<file path="config.mk">
export PLATFORM = sky130hd
export DESIGN_NAME = uart_rx_gen
export DESIGN_NICKNAME = d
export VERILOG_FILES = /design/src/rtl/uart_pkg.sv /design/src/rtl/uart_baud_tick.sv /design/src/rtl/uart_rx_gen.sv
export SDC_FILE = /design/constraint.sdc
export NUM_CORES = 1
export LEC_CHECK = 0
export ABC_AREA = 0
export CAP_MARGIN = 20
export CORE_ASPECT_RATIO = 1.75
export CORE_UTILIZATION = 50
export DETAILED_ROUTE_END_ITERATION = 7
export PLACE_DENSITY = 0.76
export SYNTH_ARGS = -nofsm -noshare
export SYNTH_HDL_FRONTEND = slang
export SYNTH_SLANG_ARGS = --single-unit
</file>
<file path="constraint.sdc">
create_clock -name clk -period 4 [get_ports clk]
set_input_delay 0.4 -clock clk [delete_from_list [all_inputs] [get_ports clk]]
set_output_delay 0.4 -clock clk [all_outputs]
set_load 0.05 [all_outputs]
</file>
<file path="src/rtl/uart_pkg.sv">
// Shared types and constants for the oversampling UART receiver.
// Optional feature macro: UART_RX_PARITY_EN (adds a parity bit after the data bits).
package uart_pkg;

    // Receiver FSM states
    typedef enum logic [2:0] {
        ST_IDLE   = 3'd0,
        ST_START  = 3'd1,
        ST_DATA   = 3'd2,
        ST_PARITY = 3'd3,
        ST_STOP   = 3'd4,
        ST_BRK    = 3'd5
    } rx_state_e;

    // Values of the parity_odd input
    localparam logic PARITY_EVEN = 1'b0;
    localparam logic PARITY_ODD  = 1'b1;

    // Larger of two integers, used to size the shared tick counter
    function automatic int max_int(input int a, input int b);
        return (a > b) ? a : b;
    endfunction

    // Nonzero when data + parity bit do not match the selected parity mode.
    // Data narrower than 9 bits is zero-extended, which leaves the XOR unchanged.
    function automatic logic parity_mismatch(input logic [8:0] data,
                                             input logic       par_bit,
                                             input logic       odd);
        return ^{data, par_bit, odd};
    endfunction

endpackage

</file>
<file path="src/rtl/uart_baud_tick.sv">
// Free-running baud tick generator: one-clock tick every DIVISOR clocks.
module uart_baud_tick #(
    parameter int DIVISOR = 651
) (
    input  logic clk,
    input  logic reset_n,
    output logic tick
);

    localparam int CW = (DIVISOR > 1) ? $clog2(DIVISOR) : 1;

    logic [CW-1:0] cnt_q;
    logic [CW-1:0] cnt_d;

    // Next count: wrap to zero after DIVISOR-1
    always_comb begin
        if (cnt_q == CW'(DIVISOR - 1)) begin
            cnt_d = '0;
        end else begin
            cnt_d = cnt_q + CW'(1);
        end
    end

    // Count register
    always_ff @(posedge clk or negedge reset_n) begin
        if (!reset_n) begin
            cnt_q <= '0;
        end else begin
            cnt_q <= cnt_d;
        end
    end

    assign tick = (cnt_q == CW'(DIVISOR - 1));

endmodule

</file>
<file path="src/rtl/uart_rx_gen.sv">
// Oversampling UART receiver with stop-bit framing check and break handling.
// Optional feature macro: UART_RX_PARITY_EN enables a parity bit and parity_err.
module uart_rx_gen
    import uart_pkg::*;
#(
    parameter int DBIT    = 8,
    parameter int OVS     = 16,
    parameter int SB_TICK = 16,
    parameter int DIVISOR = 651
) (
    input  logic            clk,
    input  logic            reset_n,
    input  logic            rx,
    input  logic            parity_odd,
    output logic            rx_done_tick,
    output logic [DBIT-1:0] rx_dout,
    output logic            frame_err,
    output logic            parity_err
);

    localparam int S_W = $clog2(max_int(OVS, SB_TICK));
    localparam int N_W = $clog2(DBIT);

    logic            tick_s;
    logic            rx_s;
    logic            stop_hit_s;
    logic            sync1_q, sync2_q;
    rx_state_e       state_q, state_d;
    logic [S_W-1:0]  s_q, s_d;
    logic [N_W-1:0]  n_q, n_d;
    logic [DBIT-1:0] b_q, b_d;
    logic [DBIT-1:0] dout_q, dout_d;
    logic            ferr_q, ferr_d;
    logic            perr_q, perr_d;
    logic            done_q, done_d;
`ifdef UART_RX_PARITY_EN
    logic            par_q, par_d;
`else
    logic            unused_parity_odd_s;
    assign unused_parity_odd_s = parity_odd;
`endif

    uart_baud_tick #(.DIVISOR(DIVISOR)) u_tick (
        .clk     (clk),
        .reset_n (reset_n),
        .tick    (tick_s)
    );

    assign rx_s       = sync2_q;
    assign stop_hit_s = (state_q == ST_STOP) && tick_s && (s_q == S_W'(SB_TICK - 1));

    // State, datapath, synchroniser and output registers
    always_ff @(posedge clk or negedge reset_n) begin
        if (!reset_n) begin
            sync1_q <= 1'b1;
            sync2_q <= 1'b1;
            state_q <= ST_IDLE;
            s_q     <= '0;
            n_q     <= '0;
            b_q     <= '0;
            dout_q  <= '0;
            ferr_q  <= 1'b0;
            perr_q  <= 1'b0;
            done_q  <= 1'b0;
`ifdef UART_RX_PARITY_EN
            par_q   <= 1'b0;
`endif
        end else begin
            sync1_q <= rx;
            sync2_q <= sync1_q;
            state_q <= state_d;
            s_q     <= s_d;
            n_q     <= n_d;
            b_q     <= b_d;
            dout_q  <= dout_d;
            ferr_q  <= ferr_d;
            perr_q  <= perr_d;
            done_q  <= done_d;
`ifdef UART_RX_PARITY_EN
            par_q   <= par_d;
`endif
        end
    end

    // Next-state and bit-timing logic; counters advance only on baud ticks
    always_comb begin
        state_d = state_q;
        s_d     = s_q;
        n_d     = n_q;
        b_d     = b_q;
`ifdef UART_RX_PARITY_EN
        par_d   = par_q;
`endif
        case (state_q)
            ST_IDLE: begin
                if (!rx_s) begin
                    state_d = ST_START;
                    s_d     = '0;
                end else begin
                    state_d = ST_IDLE;
                end
            end
            ST_START: begin
                if (tick_s) begin
                    if (s_q == S_W'(OVS / 2 - 1)) begin
                        s_d = '0;
                        if (!rx_s) begin
                            state_d = ST_DATA;
                            n_d     = '0;
                        end else begin
                            state_d = ST_IDLE;
                        end
                    end else begin
                        s_d = s_q + S_W'(1);
                    end
                end else begin
                    s_d = s_q;
                end
            end
            ST_DATA: begin
                if (tick_s) begin
                    if (s_q == S_W'(OVS - 1)) begin
                        s_d = '0;
                        b_d = {rx_s, b_q[DBIT-1:1]};
                        if (n_q == N_W'(DBIT - 1)) begin
`ifdef UART_RX_PARITY_EN
                            state_d = ST_PARITY;
`else
                            state_d = ST_STOP;
`endif
                        end else begin
                            n_d = n_q + N_W'(1);
                        end
                    end else begin
                        s_d = s_q + S_W'(1);
                    end
                end else begin
                    s_d = s_q;
                end
            end
`ifdef UART_RX_PARITY_EN
            ST_PARITY: begin
                if (tick_s) begin
                    if (s_q == S_W'(OVS - 1)) begin
                        s_d     = '0;
                        par_d   = rx_s;
                        state_d = ST_STOP;
                    end else begin
                        s_d = s_q + S_W'(1);
                    end
                end else begin
                    s_d = s_q;
                end
            end
`endif
            ST_STOP: begin
                if (tick_s) begin
                    if (s_q == S_W'(SB_TICK - 1)) begin
                        s_d     = '0;
                        state_d = rx_s ? ST_IDLE : ST_BRK;
                    end else begin
                        s_d = s_q + S_W'(1);
                    end
                end else begin
                    s_d = s_q;
                end
            end
            ST_BRK: begin
                if (rx_s) begin
                    state_d = ST_IDLE;
                end else begin
                    state_d = ST_BRK;
                end
            end
            default: begin
                state_d = ST_IDLE;
                s_d     = '0;
                n_d     = '0;
            end
        endcase
    end

    // Result capture at the stop-bit sample; pulse appears the following cycle
    always_comb begin
        done_d = 1'b0;
        dout_d = dout_q;
        ferr_d = ferr_q;
        perr_d = perr_q;
        if (stop_hit_s) begin
            done_d = 1'b1;
            dout_d = b_q;
            ferr_d = ~rx_s;
`ifdef UART_RX_PARITY_EN
            perr_d = parity_mismatch(9'(b_q), par_q, parity_odd);
`else
            perr_d = 1'b0;
`endif
        end else begin
            done_d = 1'b0;
        end
    end

    assign rx_done_tick = done_q;
    assign rx_dout      = dout_q;
    assign frame_err    = ferr_q;
    assign parity_err   = perr_q;

endmodule

</file>
Word-level counts from Yosys, hierarchy flattened
Index checks and enable logic that the tools add are counted.
{ "word_totals": {"latch_bits": 0, "elab_cells": 70, "out_inout_bits": 11, "inputBits": 4, "ram_bits": 0, "mem_bits_ro": 0, "mem_count": 0, "ff_bits": 40} }
{ "classes": {"n_addsub": 3, "n_lt_le_gt_ge": 0, "reduce_logical": 9, "bitwise_logic": 3, "n_mux": 26, "shifts": 0, "n_mul": 0, "div": 0, "n_eq_ne": 19} }
{ "op_table": {"columns": ["operator", "count"], "rows": [
  ["3-bit two-way mux", 14],
  ["4-bit two-way mux", 5],
  ["2-bit != test, second input constant", 9],
  ["4-bit case mux with 4 select lines", 1],
  ["3-bit case mux with 5 select lines", 1],
  ["7-bit AND reduction", 2],
  ["10-bit by 1-bit adder with 10-bit output, second input constant", 1],
  ["10-bit == test, second input constant", 1],
  ["10-bit two-way mux", 1],
  ["3-bit == test, second input constant", 3],
  ["3-bit case mux with 3 select lines", 1],
  ["4-bit by 1-bit adder with 4-bit output, second input constant", 1],
  ["4-bit by 3-bit == test with 1-bit output, second input constant", 1],
  ["4-bit == test, second input constant", 1],
  ["2-bit by 1-bit != test with 1-bit output, second input constant", 2],
  ["4-bit AND reduction", 1],
  ["3-bit by 1-bit adder with 3-bit output, second input constant", 1],
  ["3-bit by 1-bit == test with 1-bit output, second input constant", 1],
  ["3-bit by 2-bit == test with 1-bit output, second input constant", 1],
  ["3-bit zero test", 1],
  ["1-bit inverter", 3],
  ["3-bit AND reduction", 1],
  ["3-bit OR reduction", 1],
  ["1-bit logical AND", 2],
  ["other kinds (3)", 4]
]} }

Depth between registers and ports, before layout
Gate-level depths: netlist (run 1).
{ "depth": {"ltp_word": 5, "depth_mapped": 6, "ltp_nobuf": 6} }

Cells and area by module
Synthesis (run 1) repeated with hierarchy kept, for this count alone.
{ "hier_totals": {"cells_unflattened": 187, "area_unflattened_um2": 1949.4} }
{ "modules_own_cells": {"columns": ["mod", "area_per_inst_um2", "cells_each", "instances", "seq_area_each_um2"], "rows": [
  ["uart_rx_gen", 1436.4, 141, 1, 753.2],
  ["uart_baud_tick", 513.0, 46, 1, 250.2]
]} }

Least setup slack after synthesis (run 1)
No wires, ideal clock.
{ "synth_timing": {"path_kind": "flip-flop to flip-flop", "start": "reg u_tick.cnt_q[0]", "end": "reg n_q[0]", "arrival_ps": 2192, "setup_time_ps": 128, "synth_period_minus_slack_ps": 2320, "stages_incl_launch_ff": 7, "n_path_buf": 0, "required_ps": 3872, "slack_ps": 1680, "path_cell_list": "dfrtp_1 inv_1 ha_1 or4b_4 or4_4 a22oi_4 mux2_1"} }
{ "synth_via": {"elab_chain_len": 3, "word_cells_on_any_way": 4, "classes_between": "eq/ne (3); reduce/logical (1)"} }
{ "synth_lines": {"columns": ["item", "line_no", "source"], "rows": [
  ["start, declared", "uart_baud_tick.sv:12", "logic [CW-1:0] cnt_q;"],
  ["start signal, assigned", "uart_baud_tick.sv:29", "cnt_q <= cnt_d;"],
  ["10-bit == test (*)", "uart_baud_tick.sv:33", "assign tick = (cnt_q == CW'(DIVISOR - 1));"],
  ["2-bit != test (no line)", null, null],
  ["7-bit AND reduction (no line) (*)", null, null],
  ["end signal, assigned", "uart_rx_gen.sv:73", "n_q <= n_d;"],
  ["end, declared", "uart_rx_gen.sv:30", "logic [N_W-1:0] n_q, n_d;"]
]} }
Mark *: on every way between the ends. The rest lies on a longest branch, timed or not.
A chain may end at the register's enable or synchronous reset.

Final worst setup path (run 1)
{ "layout_timing": {"start": "reg u_tick.cnt_q[0]", "end": "reg n_q[1]"} }
Same word-level chain as after synthesis.

==> results of run 1 <==
==> flip-flops by register name, indices dropped and copies added, names as in the netlist <==
| register | cells |
|---|---|
| b_q | 8 |
| frame_err | 1 |
| n_q | 3 |
| rx_done_tick | 1 |
| rx_dout | 8 |
| rx_s | 1 |
| s_q | 4 |
| state_q | 3 |
| sync1_q | 1 |
| u_tick.cnt_q | 10 |
==> layer usage <==
metal	share of wire	routed length [um]
met1	0.43	1410
met2	0.54	1760
met3	0.018	58
met4	0.012	40
met5	0	0
==> power by group through the flow <==
stage	sequential (uW)	clock [uW]	combinational, uW
detailed placement	415	0	12.7
global placement	415	0	12.2
global route	407	357	14.3
finish	407	332	12.1
floorplan	415	0	4.07
CTS	407	342	12.7
==> kinds of logic (layout without fill, tap and decap cells) <==
| logic type | Yosys count | in the layout |
|---|---|---|
| compound gates | 19 | 19 |
| xor+xnor | 11 | 11 |
| fa+ha+maj | 5 | 5 |
| buf+inv | 7 | 23 |
| flops | 40 | 40 |
| mux | 22 | 22 |
| other cells | 1 | 1 |
| simple gates | 61 | 61 |
==> per-stage QoR <==
step | hold WS (ns) | cell area [um^2]
after floorplan | 0.104 | 1930
after global placement | 0.348 | 2080
after detailed placement | 0.355 | 2080
after CTS | 0.237 | 2200
after global routing | 0.292 | 2200
final | 0.214 | 2200
==> path summary, 6_finish.rpt <==
check | startpoint | endpoint | slack (ns) | depth (start not counted)
worst max-delay path | u_tick.cnt_q[0] | n_q[1] | 1.56 | 6
worst min-delay path | reset_n | s_q[3] | 0.21 | 1
worst max register to register | u_tick.cnt_q[0] | n_q[1] | 1.56 | 6
worst min register to register | sync1_q | rx_s | 0.37 | 0
max in group asynchronous | reset_n | rx_dout[7] | 3.24 | 1
min in group clk | sync1_q | rx_s | 0.37 | 0
==> area by class of cell <==
cell class,count,area (um^2)
inverters,3,11.3
multi-input cells,119,897
clock buffers,5,68.8
fillers,291,1470
repair buffers,12,115
well taps,46,57.6
clock inverters,3,46.3
flip-flops and latches,40,1000
==> critical path, cell delays in order (launching register included) <==
cell and delay, ns:
dfrtp_1 0.43, inv_1 0.07, ha_1 0.12, or4b_4 0.50, or4_4 0.60, a22oi_4 0.25, mux2_1 0.35
==> Yosys cell counts, types with 2 or more instances <==
library cell   n
and3_1         4
clkbuf_1       3
dfrtp_1       38
dfstp_2        2
ha_1           5
inv_1          3
mux2_1        20
mux2i_1        2
nand2_1        9
nand2b_1       2
nand3_1        5
nand3b_1       3
nor2_1        17
nor2b_1        2
nor3_1         5
nor4_1         2
o211ai_1       5
o21ai_0        4
o21ai_1        2
or3_1          2
or3b_2         2
xnor2_1        7
xor2_1         4
==> results.md, run 1 <==
- Fin util: 0.600
- Number of synthesized register bits: 40
- Cells after DPL: 220
- Cell accounting for the most synthesized area: dfrtp_1
- Hold-fix buffers, CTS: 0
- Worst-path maximum fanout: 6
- Cell Area, Synth: 1930 um^2
- Synth Area in Simple Gates: 0.175
- Post-Synth XOR/XNOR Area: 0.0499
- Post-DR vias/cell: 5.66
- Place WS: 1.56 ns
- Worst-margin pin slew: 0.859 ns
- Sequential share of power: 0.542
- Min Tclk post-route: 2.44 ns
- Status: completed
- Clock network power share: 0.442
- HPWL after DPL: 2.34 mm
- CTS Buffer Depth: 2
- Post-synthesis mux area share: 0.127
- Most frequent cells in the layout: dfrtp_1 (38), mux2_1 (20), nor2_1 (17)
- Number of synthesized flops with an enable pin: 0
- Post-Layout Cell Count: 228
- YS warnings: 0
- Vias in the first global route: 1362
- Syn_area_per_cell: 11.6 um^2
- Post-CTS sizing: 0
- Worst VDD drop: 280 uV
- Area grow syn2layout: 13.9%
- DRT Wirelength: 3.27 mm
- Worst-Skew Late Latency: 0.29 ns
- Critical Path RT: 4.17 ns
- Most common cell after layout, fill and taps aside: dfrtp_1
- Crit path kind: reg2reg
- Gr busiest metal: met2
- Gate power share: 0.016
- Final Skew: 0.00714 ns
- Pin count of the biggest net entering global routing: 41
- Sw power: 155 uW
- Vias post-DR: 1291
- Post-synthesis compound-gate area fraction: 0.0784
- Static Leakage: 0.00103 uW
- Site Rows: 29
- Startpoint types: flop
- Cells after Synth: 166
- Slew Viols, Final: 0
- FFs w/ async S/R, synth: 1.00
- Cell Pwr Density: 341 nW/um^2
- Internal power: 595 uW
- Max Fclk: 0.409 GHz
- # H-tree levels: 2
- Post-CTS setup buffer count: 0
- Setup Viol. Count Final: 0
- Final count of hold timing violations: 0
- # DRC: 0
- Io pins: 15
- Congestion Overflow GR: 0
- CTS buffer count: 5
- Initial antenna violation count: 0
- Sum Neg Setup Slack: 0 ns
- Die area: 4120 um^2
- Routed Antenna Nets: 0
- Global-route wire length before repair: 5.76 mm
- Syn_nets: 175
- Grt met2 use: 0.311
- GP Congestion: 0.854
- GRT Util Overall: 0.180
- TritonRoute pass-1 iters: 4
- WL per Instance: 14.3 um
- Area share of the largest cell type after synthesis: 0.493
- RSZ-0062 raised after global routing: false
- Met3 Resource Use GR: 0.0344
- Number of max-cap violations: 0
- GR Layer Usage met1: 0.204
- Tot Pwr: 751 uW
- Detailed Route Iter0 Violations: 14
- Final setup margin: 1.56 ns
- Switching Fraction: 0.207
- CP Capture Type: flop
- Synth top area cells: dfrtp_1 (49%), mux2_1 (12%), nor2_1 (3.3%)
- Chip height: 84.2 um
- Main flop type after synthesis: dfrtp_1
- Fin nets: 190
- Worst Hold Class: in2async
- Die span in x: 49.0 um
- Critical path arrival: 2.62 ns
- Diodes inserted: 0
- Area of the core: 3660 um^2
- Register area share after synthesis: 0.520
- Cell variety after synth: 41
- Period utilisation layout: 0.611
- Initial core utilization: 0.527
- CTS clk-pin slew, worst paths: 0.08 ns
- I/O Buffers: 12
- Cell at the root of the clock tree: clkbuf_8
- Adder-cell share of the synthesized area: 0.0324
- CTS tree: built
- Layout cell share with drive strength beyond 1: 0.0989
- CTS sink cnt: 40
- Largest family of logic cells by synthesized area: simple AND/OR/NAND/NOR gates
- Slew headroom: 0.427
(Power assumes the default switching activity.)
==> run 2: changes to the inputs <==
clock period = 2.45 ns   (was 4 ns; I/O delays follow)
==> run 2 against run 1 <==
Compared with the run above:
- clock skew down 0.0025 ns
- sequential share of layout area decreased by 0.46 points
- critical endpoint is now n_q[2]
- largest cell class unchanged
- routed wire length up 1.7%
- first-iteration DRC count grew 43%
- critical path depth is the same
- clock power grew 64%
==> results.md, run 2 (synthesis gave the netlist of run 1 again) <==
- Status: completed
- Cells after DPL: 222 (+0.91%)
- Initial antenna violation count: 0 (unchanged)
- # H-tree levels: 2 (unchanged)
- DRT Wirelength: 3.32 mm (+1.7%)
- Final Skew: 0.00467 ns (-0.00247 ns)
- Chip height: 84.2 um (unchanged)
- Critical Path RT: 2.62 ns (-1.55 ns)
- Pin count of the biggest net entering global routing: 41 (unchanged)
- Sum Neg Setup Slack: 0 ns (unchanged)
- Crit path max-delay family: simple AND/OR/NAND/NOR gates
- Worst-path maximum fanout: 3 (-3)
- Static Leakage: 0.00105 uW (+1.3%)
- Max Fclk: 0.427 GHz (+4.3%)
- I/O Buffers: 12 (unchanged)
- Critical path depth: 6 (unchanged)
- Worst-Skew Late Latency: 0.29 ns (about the same)
- Min Hold Slack: 0.0662 ns (-0.148 ns)
- Cell Pwr Density: 552 nW/um^2 (+62%)
- Area of the core: 3660 um^2 (unchanged)
- CP Capture Type: flop
- WL per Instance: 14.4 um (+0.33%)
- Layout cell share with drive strength beyond 1: 0.114 (+0.0146)
- Min Tclk post-route: 2.34 ns (-0.100 ns)
- Worst path cell trace: inv_1 > ha_1 > or4b_4 > or4_4 > a22oi_4 > mux2_1
- Most frequent cells in the layout: dfrtp_1 (38), mux2_1 (20), nor2_1 (17)
- Reg2Reg Depth: 6 (unchanged)
- HPWL after DPL: 2.36 mm (+0.82%)
- Startpoint types: flop
- Fillers: 284 (-2.4%)
- Max FFs per register: 10 (unchanged)
- Post-Layout Cell Count: 231 (+1.3%)
- Setup Viol. Count Final: 0 (unchanged)
- Diodes inserted: 0 (unchanged)
- Slowest stage delay, CP: 0.59 ns (about the same)
- Slew headroom: 0.426 (-0.000814)
- CTS Buffer Depth: 2 (unchanged)
- Fin nets: 193 (+1.6%)
- Vias post-DR: 1331 (+3.1%)
- Post-DR vias/cell: 5.76 (+1.8%)
- Die area: 4120 um^2 (unchanged)
- Worst VDD drop: 433 uV (+55%)
- CTS clk-pin slew, worst paths: 0.08 ns (about the same)
- Hold-fix buffers, CTS: 0 (unchanged)
- Congestion Overflow GR: 0 (unchanged)
- # DRC: 0 (unchanged)
- Site Rows: 29 (unchanged)
- Crit path kind: reg2reg
- Worst Path Buf+Inv: 1 (unchanged)
- CTS tree: built
- Die span in x: 49.0 um (unchanged)
- CTS sink cnt: 40 (unchanged)
- GP Congestion: 0.840 (-1.6%)
- Area grow syn2layout: 15.1%
- CTS buffer count: 5 (unchanged)
- Final count of hold timing violations: 0 (unchanged)
- Global-route wire length before repair: 6.09 mm (+5.7%)
- Routed Antenna Nets: 0 (unchanged)
- CP max-delay cell: or4_4
- Most flop-heavy register: u_tick.cnt_q
- RSZ-0062 raised after global routing: true
- Critical path arrival: 2.51 ns (-0.11 ns)
- TritonRoute pass-1 iters: 4 (unchanged)
- Cell at the root of the clock tree: clkbuf_8
- Most common cell after layout, fill and taps aside: dfrtp_1
- Io pins: 15 (unchanged)
- Initial core utilization: 0.527 (unchanged)
- Period utilisation layout: 0.957 (+0.346)
- Slew Viols, Final: 0 (unchanged)
- Worst Hold Class: in2async
- GRT Util Overall: 0.190 (+0.00999)
- Number of max-cap violations: 0 (unchanged)
- Detailed Route Iter0 Violations: 20 (+6)
- Vias in the first global route: 1395 (+2.4%)
- Worst-margin pin slew: 0.861 ns (+0.00122 ns)
-- run 2: changes by cell type in the layout (fill, tap and decap cells not counted), sizes merged --
cell	delta
buf	+3
-- run 2: layer usage --
metal,part of all wire,global-route usage,up-vias
met3,0.027,0.0344,6
met5,0,0,-
met1,0.43,0.218,671
met2,0.53,0.331,29
met4,0.014,0.0963,0
li1,-,-,625
-- run 2: final cells by class --
type / count / area, um^2 / area share
clock buffer: 5 / 68.8 / 0.0310
clock inverter: 3 / 46.3 / 0.0208
inverter: 3 / 11.3 / 0.00507
multi-input combinational: 119 / 897 / 0.404
sequential: 40 / 1000 / 0.452
tap: 46 / 57.6 / 0.0259
timing repair buffer: 15 / 138 / 0.0619
-- run 2: report_power, final --
part           switching [uW]  internal (uW)  total (uW)
Clock                     236            307         543
Sequential               1.78            663         664
Combinational            17.0           2.82        19.8
-- run 2: worst paths after layout --
path / startpoint / to / slack [ns]
min in group clk: sync1_q / rx_s / 0.36
max in group asynchronous: reset_n / rx_dout[1] / 1.85
worst max-delay path: u_tick.cnt_q[0] / n_q[2] / 0.11
worst max register to register: u_tick.cnt_q[0] / n_q[2] / 0.11
worst min register to register: sync1_q / rx_s / 0.36
worst min-delay path: reset_n / s_q[3] / 0.07
-- run 2: what timing repair did --
action                     in CTS  in global routing
gates resized for setup         0                  0
setup endpoints to repair       0                 19
buffers inserted                0                  1
-- run 2: metrics by stage --
stage | worst slack [ns] | util | instance area (um^2) | power, uW
CTS | 0.0450 | 0.604 | 2210 | 1240
global route | -0.0519 | 0.606 | 2220 | 1270
detailed placement | 0.0699 | 0.573 | 2100 | 699
global placement | 0.125 | 0.573 | 2100 | 697
finish | 0.105 | 0.606 | 2220 | 1230
floorplan | 0.130 | - | 1930 | 684
-- run 2: worst reg2reg max path, stage by stage (launching register included) --
cell and delay [ns]:
dfrtp_1 0.38, inv_1 0.06, ha_1 0.14, or4b_4 0.48, or4_4 0.59, a22oi_4 0.23, mux2_1 0.34
